--- src/rtl/operand_decode_stage_pkg.sv ---
// Shared types for the operand-decode stage: operand-field modes, control flags
// and helpers that locate operand fields inside the machine word.
package operand_pkg;

    typedef enum logic [1:0] {
        MODE_IMM = 2'd0,
        MODE_MEM = 2'd1,
        MODE_REG = 2'd2
    } mode_e;

    typedef struct packed {
        logic reg_dst;
        logic mem_to_reg;
        logic mem_write;
        logic branch;
    } ctrl_t;

    localparam int CTRL_W   = 4;
    localparam int FIELD_F0 = 0;
    localparam int FIELD_F1 = 1;
    localparam int FIELD_F2 = 2;

    // Operand fields are packed back to back from bit 0, one register address each.
    function automatic int field_lsb(input int idx, input int reg_aw);
        return idx * reg_aw;
    endfunction

    function automatic mode_e decode_mode(input ctrl_t c);
        mode_e m;
        if (!c.reg_dst) begin
            m = MODE_IMM;
        end else if (c.mem_to_reg || c.mem_write || c.branch) begin
            m = MODE_MEM;
        end else begin
            m = MODE_REG;
        end
        return m;
    endfunction

endpackage

--- src/rtl/operand_decode_stage_if.sv ---
// Bus between fetch/control decode, the register file, execute and the stage.
interface operand_decode_stage_if #(
    parameter int INSTR_W = 9,
    parameter int NREGS   = 4,
    parameter int DATA_W  = 8
);
    localparam int REG_AW = $clog2(NREGS);

    logic               in_valid;
    logic               in_ready;
    logic [INSTR_W-1:0] mach_code;
    logic               RegDst;
    logic               MemtoReg;
    logic               MemWrite;
    logic               Branch;
    logic [REG_AW-1:0]  rd_addr_a;
    logic [REG_AW-1:0]  rd_addr_b;
    logic [DATA_W-1:0]  rd_data_a;
    logic [DATA_W-1:0]  rd_data_b;
    logic               pend_set;
    logic [REG_AW-1:0]  pend_addr;
    logic               wb_en;
    logic [REG_AW-1:0]  wb_addr;
    logic [DATA_W-1:0]  wb_data;
    logic               out_valid;
    logic               out_ready;
    logic [REG_AW-1:0]  out_addr_a;
    logic [REG_AW-1:0]  out_addr_b;
    logic [DATA_W-1:0]  out_data_a;
    logic [DATA_W-1:0]  out_data_b;
    logic [DATA_W-1:0]  out_imm;
    logic [3:0]         out_ctrl;
    logic [15:0]        stall_cnt;

    modport slave (
        input  in_valid, mach_code, RegDst, MemtoReg, MemWrite, Branch,
               rd_data_a, rd_data_b, pend_set, pend_addr,
               wb_en, wb_addr, wb_data, out_ready,
        output in_ready, rd_addr_a, rd_addr_b, out_valid,
               out_addr_a, out_addr_b, out_data_a, out_data_b,
               out_imm, out_ctrl, stall_cnt
    );

    modport master (
        output in_valid, mach_code, RegDst, MemtoReg, MemWrite, Branch,
               rd_data_a, rd_data_b, pend_set, pend_addr,
               wb_en, wb_addr, wb_data, out_ready,
        input  in_ready, rd_addr_a, rd_addr_b, out_valid,
               out_addr_a, out_addr_b, out_data_a, out_data_b,
               out_imm, out_ctrl, stall_cnt
    );

endinterface

--- src/rtl/operand_decode_stage_field_decode.sv ---
// Combinational operand-field decoder: picks read addresses, immediate and the
// set of operands the instruction actually reads, according to the control flags.
module operand_field_decode
    import operand_pkg::*;
#(
    parameter int INSTR_W = 9,
    parameter int REG_AW  = 2,
    parameter int DATA_W  = 8
) (
    input  logic [INSTR_W-1:0] i_mach_code,
    input  ctrl_t              i_ctrl,
    output logic [REG_AW-1:0]  o_addr_a,
    output logic [REG_AW-1:0]  o_addr_b,
    output logic [DATA_W-1:0]  o_imm,
    output logic               o_need_a,
    output logic               o_need_b
);
    localparam int F0_LSB = field_lsb(FIELD_F0, REG_AW);
    localparam int F1_LSB = field_lsb(FIELD_F1, REG_AW);
    localparam int F2_LSB = field_lsb(FIELD_F2, REG_AW);

    logic [REG_AW-1:0]   w_f0;
    logic [REG_AW-1:0]   w_f1;
    logic [REG_AW-1:0]   w_f2;
    logic [2*REG_AW-1:0] w_low;
    mode_e               w_mode;
    logic                w_unused_bits;

    assign w_f0          = i_mach_code[F0_LSB +: REG_AW];
    assign w_f1          = i_mach_code[F1_LSB +: REG_AW];
    assign w_f2          = i_mach_code[F2_LSB +: REG_AW];
    assign w_low         = i_mach_code[2*REG_AW-1:0];
    assign w_mode        = decode_mode(i_ctrl);
    assign w_unused_bits = ^i_mach_code;

    // Field mapping per mode; in IMM mode A is decoded but never read.
    always_comb begin
        o_addr_a = w_f0;
        o_addr_b = w_f1;
        o_imm    = '0;
        o_need_a = 1'b1;
        o_need_b = 1'b1;
        case (w_mode)
            MODE_IMM: begin
                o_addr_a = w_f0;
                o_addr_b = w_f2;
                o_imm    = DATA_W'(w_low);
                o_need_a = 1'b0;
            end
            MODE_MEM: begin
                o_addr_a = w_f1;
                o_addr_b = w_f2;
                o_imm    = '0;
            end
            MODE_REG: begin
                o_addr_a = w_f0;
                o_addr_b = w_f1;
                o_imm    = DATA_W'(w_f0);
            end
            default: begin
                o_addr_a = w_f0;
                o_addr_b = w_f1;
                o_imm    = '0;
            end
        endcase
    end

endmodule

--- src/rtl/operand_decode_stage.sv ---
// Operand-decode pipeline stage: load-hazard scoreboard, writeback forwarding,
// one-entry valid/ready pipeline register and a saturating stall counter.
module operand_decode_stage
    import operand_pkg::*;
#(
    parameter int INSTR_W = 9,
    parameter int NREGS   = 4,
    parameter int DATA_W  = 8
) (
    input  logic                  Clk,
    input  logic                  Reset_n,
    operand_decode_stage_if.slave bus
);
    localparam int REG_AW = $clog2(NREGS);

    ctrl_t             w_ctrl;
    logic [REG_AW-1:0] w_addr_a;
    logic [REG_AW-1:0] w_addr_b;
    logic [DATA_W-1:0] w_imm;
    logic              w_need_a;
    logic              w_need_b;
    logic              w_fwd_a;
    logic              w_fwd_b;
    logic [DATA_W-1:0] w_data_a;
    logic [DATA_W-1:0] w_data_b;
    logic              w_hazard;
    logic              w_in_ready;
    logic              w_capture;
    logic [NREGS-1:0]  w_pend_next;

    logic [NREGS-1:0]  r_pending;
    logic              r_out_valid;
    logic [REG_AW-1:0] r_addr_a;
    logic [REG_AW-1:0] r_addr_b;
    logic [DATA_W-1:0] r_data_a;
    logic [DATA_W-1:0] r_data_b;
    logic [DATA_W-1:0] r_imm;
    ctrl_t             r_ctrl;
    logic [15:0]       r_stall_cnt;

    function automatic logic [NREGS-1:0] onehot(input logic [REG_AW-1:0] a);
        logic [NREGS-1:0] v;
        v    = '0;
        v[a] = 1'b1;
        return v;
    endfunction

    assign w_ctrl = {bus.RegDst, bus.MemtoReg, bus.MemWrite, bus.Branch};

    operand_field_decode #(
        .INSTR_W (INSTR_W),
        .REG_AW  (REG_AW),
        .DATA_W  (DATA_W)
    ) u_field_decode (
        .i_mach_code (bus.mach_code),
        .i_ctrl      (w_ctrl),
        .o_addr_a    (w_addr_a),
        .o_addr_b    (w_addr_b),
        .o_imm       (w_imm),
        .o_need_a    (w_need_a),
        .o_need_b    (w_need_b)
    );

    // A same-cycle writeback both resolves the hazard and supplies the operand.
    assign w_fwd_a    = bus.wb_en && (bus.wb_addr == w_addr_a);
    assign w_fwd_b    = bus.wb_en && (bus.wb_addr == w_addr_b);
    assign w_data_a   = w_fwd_a ? bus.wb_data : bus.rd_data_a;
    assign w_data_b   = w_fwd_b ? bus.wb_data : bus.rd_data_b;
    assign w_hazard   = bus.in_valid &&
                        ((w_need_a && r_pending[w_addr_a] && !w_fwd_a) ||
                         (w_need_b && r_pending[w_addr_b] && !w_fwd_b));
    assign w_in_ready = (!r_out_valid || bus.out_ready) && !w_hazard;
    assign w_capture  = bus.in_valid && w_in_ready;

    // Set is applied after clear so a claim wins over a writeback to the same register.
    assign w_pend_next = (r_pending & ~(bus.wb_en ? onehot(bus.wb_addr) : '0)) |
                         (bus.pend_set ? onehot(bus.pend_addr) : '0);

    // Pending-load scoreboard.
    always_ff @(posedge Clk or negedge Reset_n) begin
        if (!Reset_n) begin
            r_pending <= '0;
        end else begin
            r_pending <= w_pend_next;
        end
    end

    // One-entry pipeline register; payload only changes on capture.
    always_ff @(posedge Clk or negedge Reset_n) begin
        if (!Reset_n) begin
            r_out_valid <= 1'b0;
            r_addr_a    <= '0;
            r_addr_b    <= '0;
            r_data_a    <= '0;
            r_data_b    <= '0;
            r_imm       <= '0;
            r_ctrl      <= '0;
        end else if (w_capture) begin
            r_out_valid <= 1'b1;
            r_addr_a    <= w_addr_a;
            r_addr_b    <= w_addr_b;
            r_data_a    <= w_data_a;
            r_data_b    <= w_data_b;
            r_imm       <= w_imm;
            r_ctrl      <= w_ctrl;
        end else if (bus.out_ready) begin
            r_out_valid <= 1'b0;
        end
    end

    // Saturating hazard-stall counter.
    always_ff @(posedge Clk or negedge Reset_n) begin
        if (!Reset_n) begin
            r_stall_cnt <= 16'h0000;
        end else if (w_hazard && (r_stall_cnt != 16'hFFFF)) begin
            r_stall_cnt <= r_stall_cnt + 16'h0001;
        end
    end

    assign bus.in_ready   = w_in_ready;
    assign bus.rd_addr_a  = w_addr_a;
    assign bus.rd_addr_b  = w_addr_b;
    assign bus.out_valid  = r_out_valid;
    assign bus.out_addr_a = r_addr_a;
    assign bus.out_addr_b = r_addr_b;
    assign bus.out_data_a = r_data_a;
    assign bus.out_data_b = r_data_b;
    assign bus.out_imm    = r_imm;
    assign bus.out_ctrl   = r_ctrl;
    assign bus.stall_cnt  = r_stall_cnt;

endmodule
--- src/flat_wrapper.sv ---
// flat-port wrapper written by rule: the top's interface ports become plain ports
module operand_decode_stage_flat import operand_pkg::*;
#(
    parameter int INSTR_W = 9,
    parameter int NREGS   = 4,
    parameter int DATA_W  = 8
)
  (Clk, Reset_n, bus_in_valid, bus_mach_code, bus_RegDst, bus_MemtoReg, bus_MemWrite, bus_Branch, bus_rd_data_a, bus_rd_data_b, bus_pend_set, bus_pend_addr, bus_wb_en, bus_wb_addr, bus_wb_data, bus_out_ready, bus_in_ready, bus_rd_addr_a, bus_rd_addr_b, bus_out_valid, bus_out_addr_a, bus_out_addr_b, bus_out_data_a, bus_out_data_b, bus_out_imm, bus_out_ctrl, bus_stall_cnt);
  operand_decode_stage_if #(.INSTR_W(INSTR_W), .NREGS(NREGS), .DATA_W(DATA_W)) bus_i ();
  input  logic Clk;
  input  logic Reset_n;
  input wire logic [$bits(bus_i.in_valid)-1:0] bus_in_valid;
  input wire logic [$bits(bus_i.mach_code)-1:0] bus_mach_code;
  input wire logic [$bits(bus_i.RegDst)-1:0] bus_RegDst;
  input wire logic [$bits(bus_i.MemtoReg)-1:0] bus_MemtoReg;
  input wire logic [$bits(bus_i.MemWrite)-1:0] bus_MemWrite;
  input wire logic [$bits(bus_i.Branch)-1:0] bus_Branch;
  input wire logic [$bits(bus_i.rd_data_a)-1:0] bus_rd_data_a;
  input wire logic [$bits(bus_i.rd_data_b)-1:0] bus_rd_data_b;
  input wire logic [$bits(bus_i.pend_set)-1:0] bus_pend_set;
  input wire logic [$bits(bus_i.pend_addr)-1:0] bus_pend_addr;
  input wire logic [$bits(bus_i.wb_en)-1:0] bus_wb_en;
  input wire logic [$bits(bus_i.wb_addr)-1:0] bus_wb_addr;
  input wire logic [$bits(bus_i.wb_data)-1:0] bus_wb_data;
  input wire logic [$bits(bus_i.out_ready)-1:0] bus_out_ready;
  output wire logic [$bits(bus_i.in_ready)-1:0] bus_in_ready;
  output wire logic [$bits(bus_i.rd_addr_a)-1:0] bus_rd_addr_a;
  output wire logic [$bits(bus_i.rd_addr_b)-1:0] bus_rd_addr_b;
  output wire logic [$bits(bus_i.out_valid)-1:0] bus_out_valid;
  output wire logic [$bits(bus_i.out_addr_a)-1:0] bus_out_addr_a;
  output wire logic [$bits(bus_i.out_addr_b)-1:0] bus_out_addr_b;
  output wire logic [$bits(bus_i.out_data_a)-1:0] bus_out_data_a;
  output wire logic [$bits(bus_i.out_data_b)-1:0] bus_out_data_b;
  output wire logic [$bits(bus_i.out_imm)-1:0] bus_out_imm;
  output wire logic [$bits(bus_i.out_ctrl)-1:0] bus_out_ctrl;
  output wire logic [$bits(bus_i.stall_cnt)-1:0] bus_stall_cnt;
  assign bus_i.in_valid = bus_in_valid;
  assign bus_i.mach_code = bus_mach_code;
  assign bus_i.RegDst = bus_RegDst;
  assign bus_i.MemtoReg = bus_MemtoReg;
  assign bus_i.MemWrite = bus_MemWrite;
  assign bus_i.Branch = bus_Branch;
  assign bus_i.rd_data_a = bus_rd_data_a;
  assign bus_i.rd_data_b = bus_rd_data_b;
  assign bus_i.pend_set = bus_pend_set;
  assign bus_i.pend_addr = bus_pend_addr;
  assign bus_i.wb_en = bus_wb_en;
  assign bus_i.wb_addr = bus_wb_addr;
  assign bus_i.wb_data = bus_wb_data;
  assign bus_i.out_ready = bus_out_ready;
  assign bus_in_ready = bus_i.in_ready;
  assign bus_rd_addr_a = bus_i.rd_addr_a;
  assign bus_rd_addr_b = bus_i.rd_addr_b;
  assign bus_out_valid = bus_i.out_valid;
  assign bus_out_addr_a = bus_i.out_addr_a;
  assign bus_out_addr_b = bus_i.out_addr_b;
  assign bus_out_data_a = bus_i.out_data_a;
  assign bus_out_data_b = bus_i.out_data_b;
  assign bus_out_imm = bus_i.out_imm;
  assign bus_out_ctrl = bus_i.out_ctrl;
  assign bus_stall_cnt = bus_i.stall_cnt;
  operand_decode_stage #(.INSTR_W(INSTR_W), .NREGS(NREGS), .DATA_W(DATA_W)) u_core (.Clk(Clk), .Reset_n(Reset_n), .bus(bus_i));
endmodule
--- config.mk ---
export PLATFORM = sky130hd
export DESIGN_NAME = operand_decode_stage_flat
export DESIGN_NICKNAME = d
export VERILOG_FILES = /design/src/rtl/operand_decode_stage_pkg.sv /design/src/rtl/operand_decode_stage_if.sv /design/src/rtl/operand_decode_stage_field_decode.sv /design/src/rtl/operand_decode_stage.sv /design/src/flat_wrapper.sv
export SDC_FILE = /design/constraint.sdc
export NUM_CORES = 1
export LEC_CHECK = 0
export CORE_ASPECT_RATIO = 0.6
export CORE_MARGIN = 1
export CORE_UTILIZATION = 40
export CTS_CLUSTER_SIZE = 30
export DETAILED_ROUTE_END_ITERATION = 16
export PLACE_DENSITY_LB_ADDON = 0.1
export SETUP_SLACK_MARGIN = 0.4
export SLEW_MARGIN = 20
export SYNTH_ARGS = -nofsm -noshare
export SYNTH_HDL_FRONTEND = slang
export SYNTH_SLANG_ARGS = --single-unit
--- constraint.sdc ---
create_clock -name Clk -period 4.75 [get_ports Clk]
set_input_delay 0.7125 -clock Clk [delete_from_list [all_inputs] [get_ports Clk]]
set_output_delay 0.7125 -clock Clk [all_outputs]
set_load 0.05 [all_outputs]
* After elaboration in Yosys (flattened, before gate mapping)
Index checks and enable logic that the tools add are counted.
Operators by class: add/sub/neg operators 1, $mul 0, divide/modulo/power cells 0, $lt $le $gt $ge 6, equal/unequal tests 5, shifts and indexed selects 0, muxes and demuxes 20, bitwise operators 3, reduce and logical (&&, ||, !) cells 22
Operators with widths (count):
- $add A16 B1 Y16 const B | 1
- $mux W8 | 2
- $ne A16 B16 Y1 const B | 1
- $lt A2 B3 Y1 const B | 4
- $logic_and A1 B1 Y1 | 11
- $mux W2 | 4
- $mux W4 | 2
- $pmux W4 S2 | 1
- $mux W1 | 7
- $and A4 B4 Y4 | 1
- $bmux W1 S2 | 2
- $demux W1 S2 | 2
- $eq A2 B2 Y1 | 2
- $ge A2 B1 Y1 const B | 2
- $logic_not A1 Y1 | 4
- $logic_or A1 B1 Y1 | 4
- $not A4 Y4 | 1
- $or A4 B4 Y4 | 1
- $eq A2 B1 Y1 const B | 1
- $eq A2 B2 Y1 const B | 1
- $logic_not A2 Y1 | 1
- $reduce_bool A2 Y1 | 1
- $reduce_or A2 Y1 | 1
Word-level totals: bits in registers 53, latch bits 0, RAM bits 0, memory bits (read-only) 0, input port bits 47, output and inout bits 54, word-level logic and storage cells 69, memories kept 0

* Logic depth before layout (Yosys ltp)
depth after elaboration 17, gate-level depth with buffers 9, gate-level depth less buffers 7

* Hierarchy
Synthesis repeated with hierarchy kept, for this count alone.
Second synthesis, totals: cell total of the unflattened synthesis 216, area total of the unflattened synthesis 2864.0 um^2
Modules (own cells, without submodules):
- operand_decode_stage | times used 1, cells each 198, area an instance 2695.1 um^2, seq. area each 1326.3 um^2
- operand_field_decode | times used 1, cells each 18, area an instance 168.9 um^2, seq. area each 0.0 um^2

* Worst setup path before layout
No wires, ideal clock.
path type in2out, start in bus_RegDst, end out bus_in_ready, arrival time 3.658 ns, data required time 4.038 ns, path slack 0.380 ns, stages on the path 8, buffers on the path 2, path through buf_2 nor4b_4 mux2_2 xnor2_1 o31ai_4 buf_2 nand2_1 a21boi_0
Between the ends: word-level cells in the longest chain between the ends 12, elaborated cells between the ends (all ways) 24
RTL lines:
- start: declaration | line flat_wrapper.sv:14 | input wire logic [$bits(bus_i.RegDst)-1:0] bus_RegDst;
- $mux W2 (*) | line operand_decode_stage_pkg.sv:30 | if (!c.reg_dst) begin
- $eq A2 B1 Y1 or $logic_not A2 Y1 (tied branches) | line operand_decode_stage_field_decode.sv:43 | case (w_mode)
- $reduce_or A2 Y1 (no source line) (*)
- $mux W2 (*) | line operand_decode_stage_field_decode.sv:43
- via bus_rd_addr_b[0] | line flat_wrapper.sv:28 | output wire logic [$bits(bus_i.rd_addr_b)-1:0] bus_rd_addr_b;
- $eq A2 B2 Y1 | line operand_decode_stage.sv:66 | assign w_fwd_b = bus.wb_en && (bus.wb_addr == w_addr_b);
- $logic_and A1 B1 Y1 | line operand_decode_stage.sv:66
- $logic_not A1 Y1 | line operand_decode_stage.sv:71 | (w_need_b && r_pending[w_addr_b] && !w_fwd_b));
- $logic_and A1 B1 Y1 (*) | line operand_decode_stage.sv:71
- $logic_or A1 B1 Y1 (*) | line operand_decode_stage.sv:70 | ((w_need_a && r_pending[w_addr_a] && !w_fwd_a) ||
- $logic_and A1 B1 Y1 (*) | line operand_decode_stage.sv:69 | assign w_hazard = bus.in_valid &&
- $logic_not A1 Y1 (*) | line operand_decode_stage.sv:72 | assign w_in_ready = (!r_out_valid || bus.out_ready) && !w_hazard;
- $logic_and A1 B1 Y1 (*) | line operand_decode_stage.sv:72
- end: declaration | line flat_wrapper.sv:26 | output wire logic [$bits(bus_i.in_ready)-1:0] bus_in_ready;
Mark *: on every way through the listed nets, which the timed path passes. The rest lies on a longest branch. The select of a mux whose other input is x is not followed.

* Worst setup path in the final report
start in bus_MemWrite, end out bus_in_ready
Between the ends: word-level cells in the longest chain between the ends 15, elaborated cells between the ends (all ways) 27
RTL lines:
- start: declaration | line flat_wrapper.sv:16 | input wire logic [$bits(bus_i.MemWrite)-1:0] bus_MemWrite;
- $logic_or A1 B1 Y1 (*) (2 in a row) | line operand_decode_stage_pkg.sv:32 | end else if (c.mem_to_reg || c.mem_write || c.branch) begin
- $mux W2 (*) | line operand_decode_stage_pkg.sv:32
- $mux W2 (*) | line operand_decode_stage_pkg.sv:30
- $eq A2 B1 Y1 or $logic_not A2 Y1 (tied branches) | line operand_decode_stage_field_decode.sv:43
- $reduce_or A2 Y1 (no source line)
- $mux W2 | line operand_decode_stage_field_decode.sv:43
- $eq A2 B2 Y1 | line operand_decode_stage.sv:66
- $logic_and A1 B1 Y1 | line operand_decode_stage.sv:66
- $logic_not A1 Y1 | line operand_decode_stage.sv:71
- $logic_and A1 B1 Y1 | line operand_decode_stage.sv:71
- $logic_or A1 B1 Y1 (*) | line operand_decode_stage.sv:70
- $logic_and A1 B1 Y1 (*) | line operand_decode_stage.sv:69
- $logic_not A1 Y1 (*) | line operand_decode_stage.sv:72
- $logic_and A1 B1 Y1 (*) | line operand_decode_stage.sv:72
Every way passes the cells marked *; elsewhere a longest branch is shown, timed or not. The select of a mux whose other input is x is not followed.

==> impl_results.md <==
- Antenna violations before repair: 0
- Sequential share of the synthesized area: 46.2%
- Setup tns final: 0 ns
- Sink Count: 49
- FF+latch count, synth: 49
- Cell family with most CP delay: multiplexers
- GP Congestion: 0.817
- Share of layout cells above drive strength 1: 20.2%
- Critical path arrival: 3.41 ns
- Post-synthesis cell count: 215
- Total iterations of the first detailed-routing run: 4
- Area grow syn2layout: 42.2%
- Power Density: 530 nW/um^2
- Critical path type: in -> out
- Global-route layer with the greatest usage: met1
- Number of enable flip-flop cells after synthesis: 0
- Detailed Route Iter0 Violations: 115
- Global Route met2 Usage: 27.3%
- Mapped Area: 2650 um^2
- Initial core utilization: 42.5%
- Residual DRC: 0
- Clock Skew: 0.00483 ns
- Commonest non-fill, non-tap cell in the layout: clkdlybuf4s50_1
- Min Tclk post-route: 4.12 ns
- Die Ht: 65.1 um
- Clock Latency Late Sink: 0.31 ns
- CTS H-tree depth: 2
- Hold_buf cts: 0
- Detail Placement HPWL: 4800 um
- Reg2Reg Depth: 7
- Critical Path Sink Type: primary output
- Core Area: 6250 um^2
- Largest net degree at the start of global routing: 50
- Slew Limit Headroom: 45.0%
- Maximum VDD drop: 0.000378 V
- Root Driver: clkbuf_8
- Cts bufs inserted: 5
- Port bufs: 93
- Top_reg_cell synth: dfrtp_1
- Highest clock rate: 243 MHz
- DR vias: 2088
- WP buf/inv: 2
- Met1 Track Usage GR: 30.1%
- Setup WS post-layout: 0.630 ns
- Global-route wire length before repair: 10400 um
- Worst slack, placed: 0.434 ns
- Worst-Margin Slew: 0.820 ns
- Remaining global-route overflow: 0
- Die width: 107 um
- Setup violators final: 0
- Diode count: 0
- CP Depth: 8
- Final hold violation count: 0
- Final wirelength: 6400 um
- WL/cell: 16.2 um
- Worst EP required: 4.04 ns
- Async SR Flop Fraction: 100%
- Hold WC Path Type: in -> async
- Final #Nets: 359
- Final antenna-violating net count: 0
- Layout Utilization: 60.4%
- Pleak: 0.00156 uW
- Post-synthesis area per instance: 12.3 um^2
- Die area: 6970 um^2
- RSZ-0062 raised after global routing: no
- Number of global-route vias before repair: 2036
- GR Util met3: 4.43%
- Fin. max-slew vios: 0
- DR vias/cell: 5.27
- Slowest stage delay, CP: 0.60 ns
- Clock transition at the registers of the reported paths: 0.09 ns
- TritonCTS clock tree: built
- Slowest CP cell: mux4_2
- Outcome: complete, no violations
- Crit-path max FO: 7
- Most frequent cells in the layout: clkdlybuf4s50_1, dfrtp_1, mux2_2, xor2_1, nand2_1
- Worst setup SP type: input port
- Syn. warnings: 0
- Maxcap violations: 0
- FP Rows: 22
- Number of placed I/O pins: 101
- CP Cell Sequence: clkdlybuf4s50_1 -> nor4b_4 -> mux2i_1 -> mux4_2 -> o31ai_4 -> nand2_1 -> a21boi_1 -> buf_12
- Maximum clock path buffer count: 2
- Synth unique cells: 47
- GRT Overall Usage: 19.5%
- Fin crit share: 86.7%
-- per-stage QoR --
stage                     cell area (um^2)  hold WS [ns]  power (uW)  std cells
final                                 3770         0.496        2000        396
after CTS                             3760         0.506        2010        394
after floorplan                       2660         0.417        1350        218
after detailed placement              3650         0.481        1730        386
after global routing                  3770         0.524        2090        396
after global placement                3650         0.478        1720        386
-- synthesized netlist by cell type (all sizes together), types with 2 or more instances --
| library cell | number | share of area (%) |
|---|---|---|
| dfrtp | 49 | 46 |
| mux2 | 45 | 19 |
| xor2 | 15 | 5.0 |
| buf | 11 | 2.7 |
| nand2 | 11 | 1.6 |
| nand3 | 9 | 1.7 |
| inv | 8 | 1.1 |
| a2111oi | 7 | 3.1 |
| a211oi | 5 | 1.4 |
| nand4 | 5 | 1.2 |
| a21oi | 4 | 0.75 |
| nand2b | 4 | 0.94 |
| o31ai | 4 | 1.7 |
| mux2i | 3 | 1.1 |
| nor2b | 3 | 0.71 |
| a32o | 2 | 0.75 |
| and4 | 2 | 0.75 |
| clkbuf | 2 | 0.28 |
| nor2 | 2 | 0.28 |
| nor4 | 2 | 0.47 |
| nor4b | 2 | 1.2 |
| o21ai | 2 | 0.38 |
| o31a | 2 | 0.66 |
| xnor2 | 2 | 0.66 |
-- path summary, 6_finish.rpt --
path / start / end / slack [ns]
max in group asynchronous: Reset_n / u_core.bus.stall_cnt[10]$_DFFE_PN0P_ / 3.83
worst min-delay path: Reset_n / u_core.bus.out_data_a[4]$_DFFE_PN0P_ / 0.50
min in group Clk: u_core.bus.out_data_b[2]$_DFFE_PN0P_ / u_core.bus.out_data_b[2]$_DFFE_PN0P_ / 0.50
worst max-delay path: bus_MemWrite / bus_in_ready / 0.63
worst min register to register: u_core.bus.out_data_b[2]$_DFFE_PN0P_ / u_core.bus.out_data_b[2]$_DFFE_PN0P_ / 0.50
worst max register to register: u_core.bus.stall_cnt[0]$_DFFE_PN0P_ / u_core.bus.stall_cnt[9]$_DFFE_PN0P_ / 2.33
-- layer usage --
metal  part of all wire (%)  up-vias
met5                      0        -
met4                   0.36        0
met1                     54     1030
met3                    5.9        2
met2                     40       72
li1                       -      984
-- report_power, final --
group	total (uW)	internal, uW	switching (uW)
Combinational	1080	398	680
Clock	271	132	139
Sequential	648	551	97.7
Total	2000	1080	917
-- flip-flops by register name (all words and copies together), names as in the netlist --
name	cells
u_core.r_pending	4
u_core.bus.out_data_b	8
u_core.bus.out_imm	4
u_core.bus.out_data_a	8
u_core.bus.out_ctrl	4
u_core.bus.out_valid	1
u_core.bus.out_addr_a	2
u_core.bus.stall_cnt	16
u_core.bus.out_addr_b	2
-- area by class of cell --
cell class,count,area [um^2]
repair buffers,99,981
inverters,8,30.0
flip-flops and latches,49,1230
clock buffers,7,96.3
well taps,84,105
fillers,543,2480
clock inverters,1,5.00
multi-input cells,148,1330
-- cells by family (layout without fill, tap and decap cells) --
logic type	count (synthesis)	count (layout)	synth area share, %
AO/OA/AOI/OAI	33	33	12.3
XOR/XNOR	17	17	5.61
adder cells (fa/ha/maj)	1	1	0.472
buffers and inverters	21	115	4.15
flip-flops	49	49	46.2
multiplexers	49	49	21.1
other	1	4	0.141
AND/OR/NAND/NOR	44	44	10.0
-- what timing repair did --
item | CTS | global route
setup endpoints to repair | 0 | 1
buffers inserted | 0 | 2
resized for setup | 0 | 0
No activity file was read; power rests on OpenSTA's default activity.
